==> config.mk <==
export PLATFORM = sky130hd
export DESIGN_NAME = pc_stack_unit
export DESIGN_NICKNAME = d
export VERILOG_FILES = /design/src/rtl/pc_stack_unit.sv
export SDC_FILE = /design/constraint.sdc
export NUM_CORES = 1
export LEC_CHECK = 0
export ABC_AREA = 1
export CAP_MARGIN = 20
export CORE_MARGIN = 1
export CORE_UTILIZATION = 45
export DETAILED_ROUTE_END_ITERATION = 8
export HOLD_SLACK_MARGIN = 0.05
export PLACE_DENSITY_LB_ADDON = 0.3
export SYNTH_ARGS = -nofsm -noshare
export SYNTH_HDL_FRONTEND = slang
export SYNTH_SLANG_ARGS = --single-unit
==> constraint.sdc <==
create_clock -name clk -period 2.9 [get_ports clk]
set_clock_uncertainty 0.1 [all_clocks]
set_input_delay 0.58 -clock clk [delete_from_list [all_inputs] [get_ports clk]]
set_output_delay 0.58 -clock clk [all_outputs]
set_load 0.01 [all_outputs]
==> src/rtl/pc_stack_unit.sv <==
// pc_stack_unit: program counter with increment, absolute load, signed relative
// branch and call/return through an internal return-address stack. Adds stall,
// stack occupancy/status outputs and a sticky overflow/underflow error flag.
module pc_stack_unit #(
  parameter int               WIDTH     = 16,
  parameter int               STEP      = 1,
  parameter int               DEPTH     = 8,
  parameter logic [WIDTH-1:0] RESET_VEC = '0
) (
  input  logic                       clk,
  input  logic                       rst,
  input  logic                       hold,
  input  logic                       en,
  input  logic                       ld_sig,
  input  logic [WIDTH-1:0]           ld_in,
  input  logic                       br_sig,
  input  logic [WIDTH-1:0]           br_off,
  input  logic                       call_sig,
  input  logic                       ret_sig,
  output logic [WIDTH-1:0]           out,
  output logic [$clog2(DEPTH+1)-1:0] sp,
  output logic                       stk_full,
  output logic                       stk_empty,
  output logic                       stk_err
);

  localparam int               SPW     = $clog2(DEPTH + 1);
  localparam int               IDXW    = (DEPTH > 1) ? $clog2(DEPTH) : 1;
  localparam logic [WIDTH-1:0] STEP_V  = WIDTH'(STEP);
  localparam logic [SPW-1:0]   DEPTH_V = SPW'(DEPTH);
  localparam logic [SPW-1:0]   ONE_SP  = SPW'(1);

  logic [WIDTH-1:0] pc_q, pc_d;
  logic [SPW-1:0]   sp_q, sp_d;
  logic             err_q, err_d;
  logic             push_en;
  logic [IDXW-1:0]  push_idx;
  logic [IDXW-1:0]  top_idx;
  logic [WIDTH-1:0] pc_inc;

  // Return addresses; contents are don't-care after reset, so no reset on the array.
  logic [WIDTH-1:0] stack_q [DEPTH];

  // The increment doubles as the return address pushed on call.
  assign pc_inc   = pc_q + STEP_V;
  // sp never exceeds DEPTH-1 when a push happens, so truncation is lossless.
  assign push_idx = IDXW'(sp_q);
  // Only used when sp_q > 0, so sp_q - 1 never wraps in practice.
  assign top_idx  = IDXW'(sp_q - ONE_SP);

  // Next-state selection: one action per cycle in fixed priority, none while stalled.
  always_comb begin
    pc_d    = pc_q;
    sp_d    = sp_q;
    err_d   = err_q;
    push_en = 1'b0;
    if (!hold) begin
      if (ld_sig) begin
        pc_d = ld_in;
      end else if (call_sig) begin
        pc_d = ld_in;
        if (sp_q < DEPTH_V) begin
          push_en = 1'b1;
          sp_d    = sp_q + ONE_SP;
        end else begin
          // Overflow: return address is lost, but the jump still happens.
          err_d = 1'b1;
        end
      end else if (ret_sig) begin
        if (sp_q != '0) begin
          pc_d = stack_q[top_idx];
          sp_d = sp_q - ONE_SP;
        end else begin
          // Underflow: nothing to return to, so fall through to the next address.
          pc_d  = pc_inc;
          err_d = 1'b1;
        end
      end else if (br_sig) begin
        pc_d = pc_q + br_off;
      end else if (en) begin
        pc_d = pc_inc;
      end
    end
  end

  // PC, stack pointer and sticky error register; reset wins over everything.
  always_ff @(posedge clk) begin
    if (!rst) begin
      pc_q  <= RESET_VEC;
      sp_q  <= '0;
      err_q <= 1'b0;
    end else begin
      pc_q  <= pc_d;
      sp_q  <= sp_d;
      err_q <= err_d;
    end
  end

  // Stack write port; a push is suppressed in a reset cycle so a call chain is discarded.
  always_ff @(posedge clk) begin
    if (rst && push_en) begin
      stack_q[push_idx] <= pc_inc;
    end
  end

  assign out       = pc_q;
  assign sp        = sp_q;
  assign stk_full  = (sp_q == DEPTH_V);
  assign stk_empty = (sp_q == '0);
  assign stk_err   = err_q;

endmodule

==> results.json, run 1 <==
{
  "cts_setup_buffers": 0,
  "gp_congestion": 0.902,
  "grt_usage": 0.244,
  "synth_edf_count": 128,
  "clockBufferDepth": 2,
  "synth_compound_area_frac": 0.0735,
  "dr_total_vias": 6619,
  "report.final.slew_viol_count": 0,
  "cts_buffers": 17,
  "routed_wl_um": 20700,
  "synthCells": 929,
  "drv_cap": 0,
  "min_period_ns": 2.74,
  "cts-root-buf": "clkbuf_16",
  "synthSimpleGateAreaFrac": 0.279,
  "layout-drive-gt1-share": 0.0994,
  "drtAntennaViolNets": 0,
  "synth_top_family_by_area": "simple AND/OR/NAND/NOR gates",
  "netlist.area_leader.share": 0.482,
  "nets": 1062,
  "syn_area_per_cell_sq_um": 8.58,
  "required_ns": 2.22,
  "clkSinkCount": 149,
  "dieArea_sq_um": 18200,
  "synth.distinct_cells": 41,
  "yosysTopAreaCell": "edfxtp_1",
  "max_stage_delay_ns": 0.56,
  "cts_tree": "yes",
  "dp.cells": 1209,
  "final_cells": 1241,
  "critPathKind": "register to output pin",
  "tightest_slew_ns": 0.740,
  "hp-class": "register to register",
  "startpoint_type": "register",
  "synth-seq-area-share": 0.535,
  "ys_ff_latch": 149,
  "drtPass1Iterations": 5,
  "status": "finished clean",
  "syn_to_final_growth_pct": 20.7,
  "finalCritPeriodShare": 0.945,
  "synth_xor_area_frac": 0.0151,
  "gr-total-overflow": 0,
  "critPathArrivalTime_ns": 2.06,
  "powerDensity_nw_per_um2": 563,
  "setup_ws_ns": 0.160,
  "row_count": 48,
  "ys_top_cells_by_count": "nand2_1, edfxtp_1, nand3_1",
  "antenna_found_initial": 0,
  "hpwl_um": 13700,
  "cp_slowest_cell": "clkdlybuf4s50_1",
  "post_drt_wl_per_cell_um": 16.6,
  "insertion_delay_ns": 0.42,
  "ir_worst_vdd_mv": 0.429,
  "core-area_sq_um": 17300,
  "grt_max_degree": 72,
  "postCtsHoldBufs": 0,
  "grt_pass1_wl_um": 33500,
  "yosysMostFrequentCell": "nand2_1",
  "drc_errors": 0,
  "dieHeight_um": 135,
  "muxShareOfSynthArea": 0,
  "synth_warnings": 0,
  "p_leak_nw": 3.89,
  "synth_fa_ha_area_frac": 0.0308,
  "post_cts_resized": 0,
  "portBuffers": 62,
  "synth_area_leaders": "edfxtp_1, nand2_1, nand3_1",
  "initial_core_util": 0.461,
  "viasPerCell": 5.33,
  "final_util": 0.556,
  "grt_pass1_vias": 6497,
  "hold_violations": 0,
  "ys.flop_type": "edfxtp_1",
  "rsz0062_at_grt": "no",
  "clk_pin_slew_ns": 0.07,
  "path_cells": "inv_1, ha_1, nand2_2, nor2_2, clkdlybuf4s50_1",
  "maxSlewHeadroom": 0.507,
  "finalSetupTns_ns": 0,
  "die_w_um": 135,
  "hold_path_depth": 2,
  "h-tree-depth": 4,
  "final-setup-viol-count": 0,
  "reg2reg_depth": 14,
  "synth-async-reset-ratio": 0,
  "n_antenna_cell": 0,
  "pre_cts_ws_ns": 0.148,
  "synthesis.nets": 988,
  "netlist_area_sq_um": 7970,
  "first_iter_violations": 555,
  "r2r_setup_slack_ns": 0.47,
  "critPathMaxFanout": 8,
  "fmax_ghz": 0.365,
  "ioPinCount": 63,
  "worst_setup_path_end_kind": "output pin"
}
worst max-delay path: cells and delay by family, from the launching register on:
family	cells	cell delay, ns
buffers and inverters	2	0.73
flip-flops	1	0.41
AND/OR/NAND/NOR	2	0.26
adder cells (fa/ha/maj)	1	0.24
final cells by class:
cell class                      count  area, sq um
Inverter                           85          322
Sequential cell                   149         4270
Tap cell                          225          282
Fill cell                        1524         7680
Timing Repair Buffer               93          953
Clock buffer                       23          522
Clock inverter                      9         65.1
Multi-Input combinational cell    657         3210
worst paths after layout:
| kind | from | end |
|---|---|---|
| setup reg to reg | sp[1] | out[12] |
| hold reg to reg | stk_err | stk_err |
| hold / removal | stk_err | stk_err |
| setup / recovery | sp[1] | stk_full |
flip-flops by register name, summed over array words and instances (netlist names):
| register | count |
|---|---|
| stk_err | 1 |
| out | 16 |
| sp | 4 |
| stack_q | 128 |
metal layers:
metal  vias to the layer above  global-route usage  part of all wire
li1                       3273                   -                 -
met2                       253               0.402              0.47
met4                         0              0.0961             0.022
met3                        36              0.0390             0.066
met5                         -                   0                 0
met1                      3057               0.323              0.44
where the power goes:
| part | internal, W | switching [W] | total [W] |
|---|---|---|---|
| clock | 0.00127 | 0.000837 | 0.00211 |
| sequential | 0.00237 | 0.0000456 | 0.00241 |
| combinational | 0.000330 | 0.000558 | 0.000888 |
| total | 0.00397 | 0.00144 | 0.00541 |
through the flow:
step | power, W | area, sq um | hold slack, ns
2_1_floorplan | 0.00301 | 7970 | 0.405
3_3_place_gp | 0.00333 | 9030 | 0.360
3_5_place_dp | 0.00333 | 9030 | 0.374
4_1_cts | 0.00543 | 9620 | 0.390
5_1_grt | 0.00563 | 9620 | 0.442
6_report | 0.00541 | 9620 | 0.383
cell usage in the layout (no fill, tap or decap), drive strengths merged, types with 7 or more instances in the layout:
| cell | n |
|---|---|
| nand2 | 279 |
| clkinv | 9 |
| dfxtp | 21 |
| ha | 18 |
| nor3 | 7 |
| clkdlybuf4s50 | 62 |
| inv | 85 |
| edfxtp | 128 |
| clkbuf | 23 |
| xor2 | 8 |
| o22ai | 10 |
| buf | 31 |
| nand3 | 124 |
| o21ai | 48 |
| a21oi | 37 |
| nor2 | 99 |
cells by family after synthesis:
logic type,after synthesis
buf+inv,123
fa+ha+maj,19
compound gates,104
simple gates,522
xor+xnor,12
flops,149
(Power assumes the default switching activity.)
==> run 2: changes to the inputs <==
- PLACE_DENSITY: not set -> 0.71
- PLACE_DENSITY_LB_ADDON: 0.3 -> not set
==> run 2 against run 1 <==
  * Sequential power barely moved
  * Count of clock-buffer cells in the layout unchanged
  * Worst setup slack worse by 0.033 ns
  * Design area is 0.26% higher
  * Critical path depth unchanged
  * Largest power group unchanged
  * Flip-flop and latch count did not move
  * Die area stayed put
  * Wire length is 2.0% higher
  * Global-route usage is 0.19 points higher
  * Hold slack got worse by 0.0049 ns
  * Largest cell class unchanged
==> results.json, run 2 (synthesis results as in run 1) <==
{
  "gr-total-overflow": 0,
  "h-tree-depth": 4,
  "drc_errors": 0,
  "drv_cap": 0,
  "first_iter_violations": 615,
  "nFillCells": 1560,
  "cts-root-buf": "clkbuf_16",
  "min_period_ns": 2.77,
  "rsz0062_at_grt": "no",
  "p_leak_nw": 3.89,
  "report.final.slew_viol_count": 0,
  "layout-drive-gt1-share": 0.0968,
  "insertion_delay_ns": 0.42,
  "post_drt_wl_per_cell_um": 17.0,
  "syn_to_final_growth_pct": 21.0,
  "n_antenna_cell": 0,
  "ir_worst_vdd_mv": 0.421,
  "die_w_um": 135,
  "finalCritPeriodShare": 0.956,
  "dieArea_sq_um": 18200,
  "dieHeight_um": 135,
  "clockBufferDepth": 2,
  "grt_max_degree": 72,
  "row_count": 48,
  "power_frac_comb": 0.158,
  "grt_pass1_vias": 6373,
  "portBuffers": 62,
  "cts_tree": "yes",
  "antenna_found_initial": 0,
  "finalSetupTns_ns": 0,
  "pwr-share-clk": 0.412,
  "largest_reg_flops": 128,
  "critPathArrivalTime_ns": 2.09,
  "gp_congestion": 0.908,
  "grt_pass1_wl_um": 33500,
  "postCtsHoldBufs": 0,
  "routed_wl_um": 21100,
  "startpoint_type": "register",
  "required_ns": 2.22,
  "viasPerCell": 5.39,
  "clk_pin_slew_ns": 0.06,
  "drtAntennaViolNets": 0,
  "pre_cts_ws_ns": 0.171,
  "p_sw_w": 0.00141,
  "core-area_sq_um": 17300,
  "post_cts_resized": 1,
  "fmax_ghz": 0.361,
  "layout_common_cells": "nand2_1, edfxtp_1, nand3_1",
  "swShare": 0.252,
  "cts_setup_buffers": 0,
  "ioPinCount": 63,
  "internal-power_w": 0.00420,
  "setup_ws_ns": 0.128,
  "hpwl_um": 14100,
  "maxSlewHeadroom": 0.499,
  "nets": 1058,
  "status": "finished clean",
  "largest-register": "stack_q",
  "grt_usage": 0.246,
  "critPathMaxFanout": 8,
  "powerDensity_nw_per_um2": 582,
  "critPathKind": "register to output pin",
  "final-setup-viol-count": 0,
  "hp-class": "register to register",
  "worst_setup_path_end_kind": "output pin",
  "p_seq_frac": 0.430,
  "tightest_slew_ns": 0.749,
  "hold_violations": 0,
  "dr_total_vias": 6665,
  "clkSinkCount": 149,
  "drtPass1Iterations": 5,
  "cts_buffers": 17,
  "initial_core_util": 0.461,
  "final_common_cell": "nand2_1"
}
run 2: area by class of cell:
| type | count | area [sq um] | share of cell area |
|---|---|---|---|
| flip-flops and latches | 149 | 4270 | 0.442 |
| clock inverters | 9 | 149 | 0.0154 |
| multi-input cells | 657 | 3210 | 0.333 |
| well taps | 225 | 282 | 0.0292 |
| clock buffers | 23 | 478 | 0.0496 |
| inverters | 85 | 322 | 0.0333 |
| repair buffers | 89 | 936 | 0.0970 |
run 2: path summary, 6_finish.rpt:
| check | start | endpoint | slack (ns) | cells after the start |
|---|---|---|---|---|
| worst max register to register | sp[1] | out[0] | 0.37 | 11 |
| worst min register to register | stk_err | stk_err | 0.38 | 2 |
| worst min-delay path | stk_err | stk_err | 0.38 | 2 |
| worst max-delay path | sp[1] | stk_full | 0.13 | 5 |
run 2: metal layers:
| metal | global-route usage | wire, um |
|---|---|---|
| met3 | 0.0462 | 1450 |
| met2 | 0.391 | 9920 |
| met5 | 0 | 0 |
| met4 | 0.107 | 564 |
| met1 | 0.329 | 9140 |
run 2: power groups by stage:
stage | Sequential (W) | Combinational, W | Clock, W
floorplan | 0.00245 | 0.000557 | 0
global placement | 0.00246 | 0.000862 | 0
detailed placement | 0.00246 | 0.000874 | 0
CTS | 0.00241 | 0.000881 | 0.00233
global route | 0.00242 | 0.000988 | 0.00242
finish | 0.00242 | 0.000886 | 0.00231
run 2: critical path, stage by stage (launching register included):
cell	delay [ns]
dfxtp_1	0.42
inv_2	0.14
ha_2	0.23
nand2_2	0.10
nor2_2	0.19
clkdlybuf4s50_1	0.57
run 2: metrics by stage:
step / hold WS, ns / util / std cells / total power (W) / cell area, sq um
after detailed placement: 0.370 / 0.521 / 1205 / 0.00333 / 9010
after CTS: 0.383 / 0.557 / 1237 / 0.00563 / 9640
final: 0.378 / 0.558 / 1237 / 0.00561 / 9640
after global routing: 0.449 / 0.558 / 1237 / 0.00583 / 9640
after floorplan: 0.405 / - / 929 / 0.00301 / 7970
after global placement: 0.351 / 0.521 / 1205 / 0.00332 / 9010
